[config.mk]
export PLATFORM = sky130hd
export DESIGN_NAME = prio_enc_serializer
export DESIGN_NICKNAME = d
export VERILOG_FILES = /design/src/rtl/prio_enc_serializer.sv
export SDC_FILE = /design/constraint.sdc
export NUM_CORES = 1
export LEC_CHECK = 0
export CAP_MARGIN = 10
export CELL_PAD_IN_SITES_DETAIL_PLACEMENT = 1
export CELL_PAD_IN_SITES_GLOBAL_PLACEMENT = 1
export CORE_UTILIZATION = 40
export CTS_CLUSTER_SIZE = 30
export DETAILED_ROUTE_END_ITERATION = 6
export PLACE_DENSITY_LB_ADDON = 0.1
export SETUP_SLACK_MARGIN = 0.1
export SYNTH_ARGS = -nofsm -noshare
export SYNTH_HDL_FRONTEND = slang
export SYNTH_SLANG_ARGS = --single-unit
[constraint.sdc]
create_clock -name clk -period 6.65 [get_ports clk]
set_clock_uncertainty 0.1 [all_clocks]
set_input_delay 1.33 -clock clk [delete_from_list [all_inputs] [get_ports clk]]
set_output_delay 1.33 -clock clk [all_outputs]
set_load 0.02 [all_outputs]
[src/rtl/prio_enc_serializer.sv]
// Priority-encoding serializer: accepts an N-bit request vector and emits the
// index of every set bit, one per beat, together with popcount and an empty flag.
module prio_enc_serializer #(
  parameter int N         = 8,
  parameter bit LSB_FIRST = 1'b1,
  parameter int IDX_W     = $clog2(N),
  parameter int CNT_W     = $clog2(N + 1)
) (
  input  logic             clk,
  input  logic             rst_n,
  input  logic             en,
  input  logic             in_valid,
  output logic             in_ready,
  input  logic [N-1:0]     a,
  output logic             out_valid,
  input  logic             out_ready,
  output logic [IDX_W-1:0] d,
  output logic             last,
  output logic             zero,
  output logic [CNT_W-1:0] cnt
);

  typedef enum logic [1:0] {IDLE, SCAN, ZERO} state_e;

  state_e           state_q, state_d;
  logic [N-1:0]     pending_q, pending_d;
  logic [CNT_W-1:0] cnt_q, cnt_d;
  logic [IDX_W-1:0] cur_idx;
  logic             single;

  function automatic logic [CNT_W-1:0] popcount(input logic [N-1:0] v);
    logic [CNT_W-1:0] c;
    c = '0;
    for (int i = 0; i < N; i++) c = c + CNT_W'(v[i]);
    return c;
  endfunction

  // The last matching bit in the scan wins, so the scan direction is the
  // reverse of the emission order.
  function automatic logic [IDX_W-1:0] pick_idx(input logic [N-1:0] v);
    logic [IDX_W-1:0] idx;
    idx = '0;
    for (int i = 0; i < N; i++) begin
      if (LSB_FIRST) begin
        if (v[N-1-i]) idx = IDX_W'(N - 1 - i);
      end else begin
        if (v[i]) idx = IDX_W'(i);
      end
    end
    return idx;
  endfunction

  assign cur_idx = pick_idx(pending_q);
  assign single  = (pending_q != '0) && ((pending_q & (pending_q - N'(1))) == '0);
  assign cnt     = cnt_q;

  always_comb begin
    state_d   = state_q;
    pending_d = pending_q;
    cnt_d     = cnt_q;
    out_valid = 1'b0;
    d         = '0;
    last      = 1'b0;
    zero      = 1'b0;
    in_ready  = (state_q == IDLE) & en & rst_n;
    unique case (state_q)
      IDLE: begin
        if (in_valid && in_ready) begin
          cnt_d = popcount(a);
          if (a != '0) begin
            pending_d = a;
            state_d   = SCAN;
          end else begin
            pending_d = '0;
            state_d   = ZERO;
          end
        end
      end
      SCAN: begin
        out_valid = 1'b1;
        d         = cur_idx;
        last      = single;
        if (out_ready) begin
          pending_d = pending_q & ~(N'(1) << cur_idx);
          if (single) state_d = IDLE;
        end
      end
      ZERO: begin
        out_valid = 1'b1;
        last      = 1'b1;
        zero      = 1'b1;
        if (out_ready) state_d = IDLE;
      end
      default: state_d = IDLE;
    endcase
  end

  always_ff @(posedge clk or negedge rst_n) begin
    if (!rst_n) begin
      state_q   <= IDLE;
      pending_q <= '0;
      cnt_q     <= '0;
    end else begin
      state_q   <= state_d;
      pending_q <= pending_d;
      cnt_q     <= cnt_d;
    end
  end

endmodule
=== Word-level counts from Yosys, hierarchy flattened ===
Cells that the tools add are included.

* Word-level logic and storage cells: 56
* Output and inout port bits: 11
* Register bits after elaboration: 14
* Bits of input ports: 13

* Reduce and logical (&&, ||, !) cells: 11
* Mux-type cells: 22
* Shift-type cells: 1
* Equality and inequality tests: 6
* Bitwise operators: 5
* Add/sub/neg operators: 8

{| class="wikitable"
|+ Operators with widths
! kind !! number
|-
| two-way mux 3 bit || 9
|-
| two-way mux 8 bit || 3
|-
| adder 4 x 1 -> 4 bit || 4
|-
| AND 8 bit || 2
|-
| one-hot mux 8 bit (2 select lines) || 1
|-
| nonzero test 8 bit || 2
|-
| two-way mux 2 bit || 5
|-
| logical NOT 8 bit || 1
|-
| inverter 8 bit || 1
|-
| left shift 1 x 3 -> 8 bit, first input constant || 1
|-
| subtractor 8 x 1 -> 8 bit, second input constant || 1
|-
| != test 2 bit, second input constant || 3
|-
| one-hot mux 2 bit (3 select lines) || 1
|-
| adder 3 x 1 -> 4 bit || 1
|-
| AND reduction 4 bit || 1
|-
| adder 2 x 1 -> 3 bit || 1
|-
| AND reduction 3 bit || 1
|-
| adder 1 x 1 -> 2 bit || 1
|-
| AND 1 bit || 2
|-
| == test 2 x 1 -> 1 bit, second input constant || 1
|-
| == test 2 bit, second input constant || 1
|-
| logical AND 1 bit || 2
|-
| logical NOT 2 bit || 1
|-
| two-way mux 1 bit || 2
|-
| 5 further kinds || 5
|}

=== Logic depth before layout (Yosys ltp) ===
Gate-level depths: netlist of run 1.

* Depth in word-level cells: 13
* Gate-level depth with buffers: 10
* Gate-level depth less buffers: 10

=== Worst setup path before layout of run 1 ===
Ideal clock, no wire load.

* Path kind: input-to-reg
* From: in a[0]
* To: reg cnt_q[2], in the netlist cnt[2]
* Slack: 2.842 ns
* Arrival time: 3.576 ns
* Stages on the path: 10
* Setup time: 0.132 ns
* Data required time: 6.418 ns
* Cells stage by stage: fa_1 > inv_1 > fa_1 > fa_1 > inv_1 > ha_1 > inv_1 > fa_1 > xor2_1 > o21ai_1

* Cells in the longest elaborated chain, start to end: 7

{| class="wikitable"
|+ RTL lines
! element !! line !! text
|-
| start, declared || 14 || <nowiki>input logic [N-1:0] a,</nowiki>
|-
| adder 1 x 1 -> 2 bit || 34 || <nowiki>for (int i = 0; i < N; i++) c = c + CNT_W'(v[i]);</nowiki>
|-
| adder 2 x 1 -> 3 bit || 34 ||
|-
| adder 3 x 1 -> 4 bit || 34 ||
|-
| adder 4 x 1 -> 4 bit (4 in a row) || 34 ||
|-
| end signal, assigned || 106 || <nowiki>cnt_q <= cnt_d;</nowiki>
|-
| end, declared || 27 || <nowiki>logic [CNT_W-1:0] cnt_q, cnt_d;</nowiki>
|}

No other way between the ends.
A chain may end at the register's enable or synchronous reset.

=== Final worst setup path of run 1 ===
* From: in rst_n
* To: out in_ready

* Cells in the longest elaborated chain, start to end: 1

{| class="wikitable"
|+ RTL lines
! element !! line !! text
|-
| start, declared || 10 || <nowiki>input logic rst_n,</nowiki>
|-
| AND 1 bit || 65 || <nowiki>in_ready = (state_q == IDLE) & en & rst_n;</nowiki>
|-
| end, declared || 13 || <nowiki>output logic in_ready,</nowiki>
|}

No other way between the ends.

==> metrics.yaml, run 1 <==
async_flop_share_pct: 100
place_ws_ps: 2190
critPathRequiredTime_ps: 5220
crit_path_end_kind: "primary output"
synth.distinct_cells: 40
power.share.combinational_pct: 64.5
grt_overflow: 0
fin_tns_setup_ps: 0
clockRootBuffer: "clkbuf_4"
synth_compound_area_share_pct: 22.8
nNetsFinal: 171
slew_headroom_pct: 58.3
swShare_pct: 46.5
post_dp_cell_area_mm2: 0.00135
grt_use_total_pct: 21.2
min_period_ps: 4230
worstPathArrival_ps: 2800
yosysWarnings: 0
status: "complete, no violations"
startpoint_type: "input port"
hold_violations: 0
hold_class: "reg -> reg"
grt_pass1_wl_um: 4420
num-fill-cells: 314
yosys.area_share.simple_pct: 17.9
synth_area_leaders: "dfrtp_1 (32%), ha_1 (7.9%), fa_1 (7.3%), inv_1 (5.8%), nand2_1 (5.8%)"
yosys.area.top_type: "dfrtp_1"
crit_start: "rst_n"
ioPinCount: 24
dr_total_vias: 987
cts_setup_buffers: 0
grt_pass1_vias: 997
rsz0062_at_grt: "no"
ctsHoldBuffers: 0
clkPwrFrac_pct: 8.1
ys.flop_type: "dfrtp_1"
synth_fa_ha_area_share_pct: 15.2
netlist.area_leader.share_pct: 31.8
maxCapViolCount: 0
gp_congestion: 0.746
syn_avg_cell_area_um2: 8.89
die_h_um: 54.5
synth_edf_count: 0
synth_cells: 124
remaining_drc_errors: 0
area_growth_pct: 24.2
finalCritPeriodShare_pct: 63.6
insertion_delay_ps: 280
coreArea_mm2: 0.00254
vias_per_cell: 5.64
io_buffer_count: 23
rows: 18
firstDrtPassIters: 4
die-area_mm2: 0.00297
antenna_found_initial: 0
synth_area_mm2: 0.00110
cts_buffers: 3
fmax_mhz: 236
clk_pin_slew_ps: 90
fin_area_mm2: 0.00137
synth_commonest_cells: "inv_1 (17), nand2_1 (17), dfrtp_1 (14), o21ai_1 (10), ha_1 (7)"
crit_fanout: 17
wire_per_inst_um: 15.3
p_sw_uw: 282
r2r-start: "state_q[0]"
tritoncts: "yes"
diodes: 0
grt_max_degree: 18
htreeDepth: 1
synth_nets: 148
maxSlewViolCount: 0
holdCritStartpoint: "cnt[2]"
cts.sinks: 14
synth-xor-area-share_pct: 0.795
finalSetupViolCount: 0
tightest_slew_ps: 623
cts.path.max_buffers: 2
hpwl_um: 2190
start_util_pct: 43.3
critical_path_class: "in -> out"
seqPwrFrac_pct: 27.3
leakage_uw: 0.000632
synthMuxAreaShare_pct: 2.84
peakVddDrop_mv: 0.254
drt_iter0_drc: 9
routed_wl_um: 2670
ys_ff_latch: 14
p_per_area_mw_per_mm2: 444
setup_ws_ps: 2420
drive_gt1_share_pct: 5.52
ctsResizeCount: 0
die_w_um: 54.5
p_int_uw: 325
ant_nets: 0
ys_seq_area_share_pct: 31.8
synth_top_family_by_area: "compound AO/OA/AOI/OAI gates"
==> layout by cell type (no fill, tap or decap) <==
cell type	Yosys	final
mux2_1	1	1
nand2b_1	3	3
a2111oi_4	1	1
a221oi_1	1	1
mux2i_1	2	2
a22o_1	4	4
nor2_1	4	4
a311oi_1	1	1
a31o_2	1	1
nand4_1	1	1
a21oi_1	2	2
or4_4	1	1
a32o_1	1	1
and4b_1	1	1
o31ai_1	1	1
ha_1	7	7
nand2_1	17	17
nand4b_1	1	1
o311a_1	1	1
dfrtp_1	14	14
clkbuf_4	0	3
a21o_1	1	1
clkdlybuf4s50_1	0	23
o21ai_0	2	2
nor4b_1	1	1
nor4_1	1	1
o211a_1	1	1
inv_1	17	17
nor3_1	2	2
o21ai_1	10	10
nor2_2	1	1
a221o_1	1	1
and3_1	2	2
fa_1	4	4
a22oi_1	1	1
nand3_1	4	4
xor2_1	1	1
a211oi_1	2	2
o21a_1	2	2
buf_4	0	1
==> metal layers <==
metal / vias to the layer above / wire [um] / GRT usage [%]
li1: 480 / - / -
met1: 489 / 1170 / 25.2
met2: 18 / 1410 / 38.8
met3: 0 / 92 / 5.28
met4: 0 / 0 / 2.56
met5: - / 0 / 0
==> stage by stage <==
step	hold slack, ps	utilization, %	power [uW]	std cells
floorplan	439	-	436	124
global placement	371	52.9	551	172
detailed placement	392	52.9	562	172
CTS	414	53.8	612	175
global route	444	53.8	661	175
finish	409	53.8	607	175
==> registers in the layout (all words and copies together), names as in the netlist <==
name / flops
pending_q: 8
state_q: 2
cnt: 4
==> layout make-up <==
cell class	count	area (um2)	share of cell area (%)
clock buffers	3	22.5	1.65
repair buffers	24	238	17.4
well taps	30	37.5	2.74
flip-flops and latches	14	350	25.6
multi-input cells	87	657	48.0
inverters	17	63.8	4.66
==> final timing paths <==
path	endpoint	slack, ps	cells past startpoint
worst max-delay path	in_ready	2420	4
worst min-delay path	cnt[2]	410	2
worst max register to register	pending_q[7]	4300	7
worst min register to register	cnt[2]	410	2
max in group asynchronous	cnt[1]	5010	2
min in group asynchronous	pending_q[5]	1260	2
==> worst max-delay path, cell delays in order <==
cell             delay, ps
clkdlybuf4s50_1        450
buf_4                  230
and3_1                 190
clkdlybuf4s50_1        600
==> cell families after synthesis <==
group / after synthesis
DFF: 14
muxes: 3
AOI/OAI and AO/OA: 33
buffers and inverters: 23
xor gates and xnor gates: 1
and+or+nand+nor: 39
adders and majority gates: 11
==> power groups by stage <==
stage                     Clock [uW]  Sequential (uW)  Combinational [uW]
after CTS                       50.2              166                 396
final                           49.4              166                 392
after detailed placement           0              167                 395
after global placement             0              165                 385
after global routing            54.2              172                 435
after floorplan                    0              150                 286
Note: power is estimated with default switching activity, not from simulation.
==> run 2, diff against run 1 <==
--- a/config.mk
+++ b/config.mk
@@ -8,7 +8,7 @@
 export CAP_MARGIN = 10
 export CELL_PAD_IN_SITES_DETAIL_PLACEMENT = 1
 export CELL_PAD_IN_SITES_GLOBAL_PLACEMENT = 1
-export CORE_UTILIZATION = 40
+export CORE_UTILIZATION = 34
 export CTS_CLUSTER_SIZE = 30
 export DETAILED_ROUTE_END_ITERATION = 6
 export PLACE_DENSITY_LB_ADDON = 0.1
==> constraint.sdc (replaced) <==
create_clock -name clk -period 3.4 [get_ports clk]
set_clock_uncertainty 0.1 [all_clocks]
set_input_delay 0.68 -clock clk [delete_from_list [all_inputs] [get_ports clk]]
set_output_delay 0.68 -clock clk [all_outputs]
set_load 0.02 [all_outputs]
==> run 2 against run 1 <==
Effect of this change:
- wire length increased by 7.5%
- critical endpoint is now cnt[1]
- largest power group unchanged
- power up 100%
- register-to-register slack lost 3000 ps
- sequential power up 74%
- clock-buffer cell count unchanged
- via count is 5.0% higher
- combinational power is 120% higher
- clock power rose by 84%
- critical path depth increased by 6
- cell area up 6.6%
- first-iteration DRC count rose to 3.3 times the previous value
==> metrics.yaml, run 2 (synthesized netlist as in run 1, its figures left out) <==
largest_reg_flops: 8
peakVddDrop_mv: 0.285
top_register: "pending_q"
fin_area_mm2: 0.00146
grt_use_total_pct: 19.2
final_cell_mix: "clkdlybuf4s50_1 (19), inv_1 (17), nand2_1 (17), dfrtp_1 (14)"
maxCapViolCount: 0
rsz0062_at_grt: "yes"
vias_per_cell: 5.23
die-area_mm2: 0.00347
layout_commonest_cell: "clkdlybuf4s50_1"
critical_path.max_stage_delay_ps: 530
num-fill-cells: 380
cp_slowest_cell: "fa_1"
diodes: 0
area_growth_pct: 32.3
crit_path_end_kind: "flop"
rows: 20
nNetsFinal: 180
grt_pass1_vias: 1107
power.share.combinational_pct: 69.3
whs_path_depth: 1
finalSetupViolCount: 0
slew_headroom_pct: 58.6
leakage_uw: 0.000682
hold_violations: 0
maxSlewViolCount: 0
dp_cells: 195
remaining_drc_errors: 0
cts_buffers: 3
p_sw_uw: 572
crit_chain: "clkdlybuf4s15_1 -> fa_1 -> inv_1 -> fa_1 -> fa_1 -> inv_1 -> ha_2 -> inv_1 -> fa_2 -> o21ai_1"
grt_max_degree: 17
post_dp_cell_area_mm2: 0.00143
grt_overflow: 0
dr_total_vias: 1036
clockRootBuffer: "clkbuf_4"
hold_ws_ps: 401
antenna_found_initial: 0
die_h_um: 58.9
swShare_pct: 46.2
die_w_um: 58.9
hpwl_um: 2340
grt_pass1_wl_um: 5020
cts.path.max_buffers: 2
insertion_delay_ps: 270
ioPinCount: 24
finalCritPeriodShare_pct: 93.5
start_util_pct: 36.1
layout.cells.non_filler: 198
io_buffer_count: 23
status: "complete, no violations"
min_period_ps: 3180
fmax_mhz: 315
gp_congestion: 0.784
firstDrtPassIters: 4
seqPwrFrac_pct: 23.4
hold_class: "reg -> reg"
p_per_area_mw_per_mm2: 849
p_int_uw: 667
crit_fanout: 2
startpoint_type: "input port"
htreeDepth: 1
wire_per_inst_um: 14.5
drt_iter0_drc: 30
cts.sinks: 14
coreArea_mm2: 0.00305
tritoncts: "yes"
clk_pin_slew_ps: 80
tightest_slew_ps: 619
critPathRequiredTime_ps: 3460
routed_wl_um: 2870
worstPathArrival_ps: 3240
r2r.worst_path.cells: 4
clkPwrFrac_pct: 7.4
ant_nets: 0
drive_gt1_share_pct: 13.6
critical_path_class: "in -> reg"
[run 2: critical path: cells and delay by family]
kind / cells / cell delay [ps]
adder cells (fa/ha/maj): 5 / 2130
buffers and inverters: 4 / 370
AO/OA/AOI/OAI: 1 / 60
[run 2: power groups by stage]
| stage | Sequential, uW | Clock, uW | Combinational [uW] |
|---|---|---|---|
| floorplan | 294 | 0 | 560 |
| global placement | 289 | 0 | 834 |
| detailed placement | 291 | 0 | 858 |
| CTS | 290 | 96.2 | 854 |
| global route | 297 | 103 | 942 |
| finish | 289 | 91.1 | 858 |
[run 2: metrics by stage]
stage | setup WS, ps | TNS [ps] | utilization (%) | total power (uW)
floorplan | 242 | 0 | - | 854
global placement | -278 | -585 | 46.9 | 1120
detailed placement | -336 | -729 | 46.9 | 1150
CTS | 171 | 0 | 47.5 | 1240
global route | 73.6 | 0 | 47.8 | 1340
finish | 222 | 0 | 47.8 | 1240
[run 2: per-layer routing]
layer / track usage [%] / wire (um) / share of wire, %
met5: 0 / 0 / 0
met1: 24.0 / 1320 / 46
met3: 1.98 / 56 / 2.0
met4: 5.10 / 21 / 0.73
met2: 34.9 / 1470 / 51
[run 2: worst paths after layout]
check                             start         end  slack (ps)
setup / recovery                   a[1]      cnt[1]         220
hold / removal                   cnt[0]      cnt[0]         400
setup reg to reg           pending_q[0]  state_q[0]        1300
hold reg to reg                  cnt[0]      cnt[0]         400
max in group asynchronous         rst_n      cnt[2]        2370
min in group asynchronous         rst_n      cnt[3]         640
[run 2: repair_timing]
item                                   CTS  global route
gates resized for setup                  4             7
buffers inserted                         0             0
hold buffers                             0             0
endpoints found under the hold margin    0             0
gates cloned                             0             0
pin swaps                                0             3
setup endpoints to repair                3             3
[run 2: final cells by class]
class                   count  area, um2  area share (%)
multi-input cells          87        668            45.8
flip-flops and latches     14        350            24.0
repair buffers             33        299            20.5
inverters                  17       63.8            4.37
well taps                  44       55.1            3.77
clock buffers               3       22.5            1.54
==> run 3, diff against run 2 <==
--- a/config.mk
+++ b/config.mk
@@ -11,7 +11,7 @@
 export CORE_UTILIZATION = 34
 export CTS_CLUSTER_SIZE = 30
 export DETAILED_ROUTE_END_ITERATION = 6
-export PLACE_DENSITY_LB_ADDON = 0.1
+export PLACE_DENSITY = 0.74
 export SETUP_SLACK_MARGIN = 0.1
 export SYNTH_ARGS = -nofsm -noshare
 export SYNTH_HDL_FRONTEND = slang
==> run 3 against run 2 <==
Effect of this change:
- sequential share of layout area fell by 0.12 points
- cell area rose by 0.51%
- wire length rose by 5.5%
- largest cell class unchanged
- flip-flop and latch count did not move
- clock-buffer cell count did not move
- global-route usage rose by 0.12 points
- sequential power rose by 2%
- register-to-register slack got worse by 50 ps
- die area did not move
- critical path depth fell by 4
- clock power rose by 1%
==> metrics.yaml, run 3 (synthesized netlist as in run 1, its figures left out) <==
status: "complete, no violations"
remaining_drc_errors: 0
r2r-end: "pending_q[7]"
dr_total_vias: 1030
area_growth_pct: 33.0
p_per_area_mw_per_mm2: 859
die_h_um: 58.9
leakage_uw: 0.000686
cts.sinks: 14
r2r-start: "state_q[0]"
top_register: "pending_q"
maxCapViolCount: 0
tightest_slew_ps: 657
drt_iter0_drc: 27
firstDrtPassIters: 4
finish.utilization_pct: 48.0
final_cell_mix: "clkdlybuf4s50_1 (19), nand2_1 (17), inv_1 (15), dfrtp_1 (14), buf_4 (11)"
largest_reg_flops: 8
cts.path.max_buffers: 2
crit_path_end_kind: "primary output"
grt_use_total_pct: 19.3
io_buffer_count: 23
grt_pass1_vias: 1091
num-fill-cells: 383
drive_gt1_share_pct: 16.8
finalCritPeriodShare_pct: 93.4
holdCritStartpoint: "cnt[1]"
hold_end: "cnt[1]"
critical_path_class: "reg -> out"
r2r.worst_path.cells: 7
fin_area_mm2: 0.00147
hold_violations: 0
seqPwrFrac_pct: 23.4
min_period_ps: 3170
post_dp_cell_area_mm2: 0.00143
maxSlewViolCount: 0
rows: 20
p_sw_uw: 586
hpwl_um: 2430
gp_congestion: 0.755
ff2ff_setup_slack_ps: 1250
place_ws_ps: -372
whs_path_depth: 2
p_int_uw: 674
setup_ws_ps: 226
clkPwrFrac_pct: 7.3
swShare_pct: 46.5
worstPathArrival_ps: 2390
die-area_mm2: 0.00347
power.share.combinational_pct: 69.3
total_power_uw: 1260
vias_per_cell: 5.18
htreeDepth: 1
insertion_delay_ps: 270
routed_wl_um: 3030
grt_max_degree: 17
critPathRequiredTime_ps: 2620
grt_pass1_wl_um: 5030
rsz0062_at_grt: "no"
ioPinCount: 24
tritoncts: "yes"
grt_overflow: 0
start_util_pct: 36.1
finalSetupViolCount: 0
antenna_found_initial: 0
coreArea_mm2: 0.00305
clockRootBuffer: "clkbuf_4"
fmax_mhz: 315
crit_fanout: 4
peakVddDrop_mv: 0.286
wire_per_inst_um: 15.2
startpoint_type: "flop"
ant_nets: 0
die_w_um: 58.9
layout_commonest_cell: "clkdlybuf4s50_1"
cts_buffers: 3
nNetsFinal: 181
slew_headroom_pct: 56.1
diodes: 0
hold_class: "reg -> reg"
clk_pin_slew_ps: 80
## run 3: cell types whose count changed in the layout (fill, tap and decap cells not counted)
cell,previous run,this run
clkbuf_2,1,3
inv_1,17,15
inv_2,0,2
clkdlybuf4s15_1,2,0
ha_4,0,1
buf_4,10,11
ha_2,1,0
## run 3: repair_timing
| item | 4_1_cts | 5_1_grt |
|---|---|---|
| setup endpoints to repair | 3 | 3 |
| gates resized for setup | 5 | 11 |
| pin swaps | 0 | 6 |
| setup buffers | 1 | 0 |
| hold buffers | 0 | 0 |
## run 3: routing by layer
metal / up-vias / routed length, um / global-route usage [%]
met3: 8 / 83 / 2.20
li1: 498 / - / -
met5: - / 0 / 0
met1: 502 / 1390 / 25.1
met2: 22 / 1500 / 32.8
met4: 0 / 52 / 7.48
## run 3: final cells by class
| type | count | area [um2] | share of cell area (%) |
|---|---|---|---|
| inverter | 17 | 63.8 | 4.35 |
| clock buffer | 3 | 22.5 | 1.54 |
| tap | 44 | 55.1 | 3.75 |
| sequential | 14 | 350 | 23.9 |
| multi-input combinational | 87 | 678 | 46.2 |
| timing repair buffer | 34 | 297 | 20.2 |
## run 3: power by group through the flow
| stage | sequential, uW | combinational, uW | clock, uW |
|---|---|---|---|
| 6_report | 295 | 873 | 92.3 |
| 5_1_grt | 302 | 956 | 104 |
| 4_1_cts | 293 | 862 | 95.7 |
| 3_5_place_dp | 295 | 858 | 0 |
| 3_3_place_gp | 291 | 824 | 0 |
| 2_1_floorplan | 294 | 560 | 0 |
## run 3: worst max path at each step
stage / to / slack (ps) / cells after the start / from
after floorplan: cnt[2] / 240 / 10 / a[0]
after global placement: cnt[2] / -260 / 11 / a[0]
after detailed placement: cnt[2] / -370 / 11 / a[0]
after CTS: cnt[2] / 130 / 11 / a[0]
after global routing: last / 110 / 6 / pending_q[0]
final: last / 230 / 6 / pending_q[0]
## run 3: critical path, stage by stage (launching register included)
cell and delay [ps]:
dfrtp_1 390, or4_4 590, a2111oi_4 340, a311oi_1 120, a21oi_1 190, o21a_1 130
dlygate4sd2_1 350
## run 3: stage by stage
| step | instances | hold WS, ps | TNS [ps] |
|---|---|---|---|
| after floorplan | 124 | 284 | 0 |
| after global placement | 195 | 376 | -541 |
| after detailed placement | 195 | 386 | -848 |
| after CTS | 199 | 410 | 0 |
| after global routing | 199 | 430 | 0 |
| final | 199 | 407 | 0 |
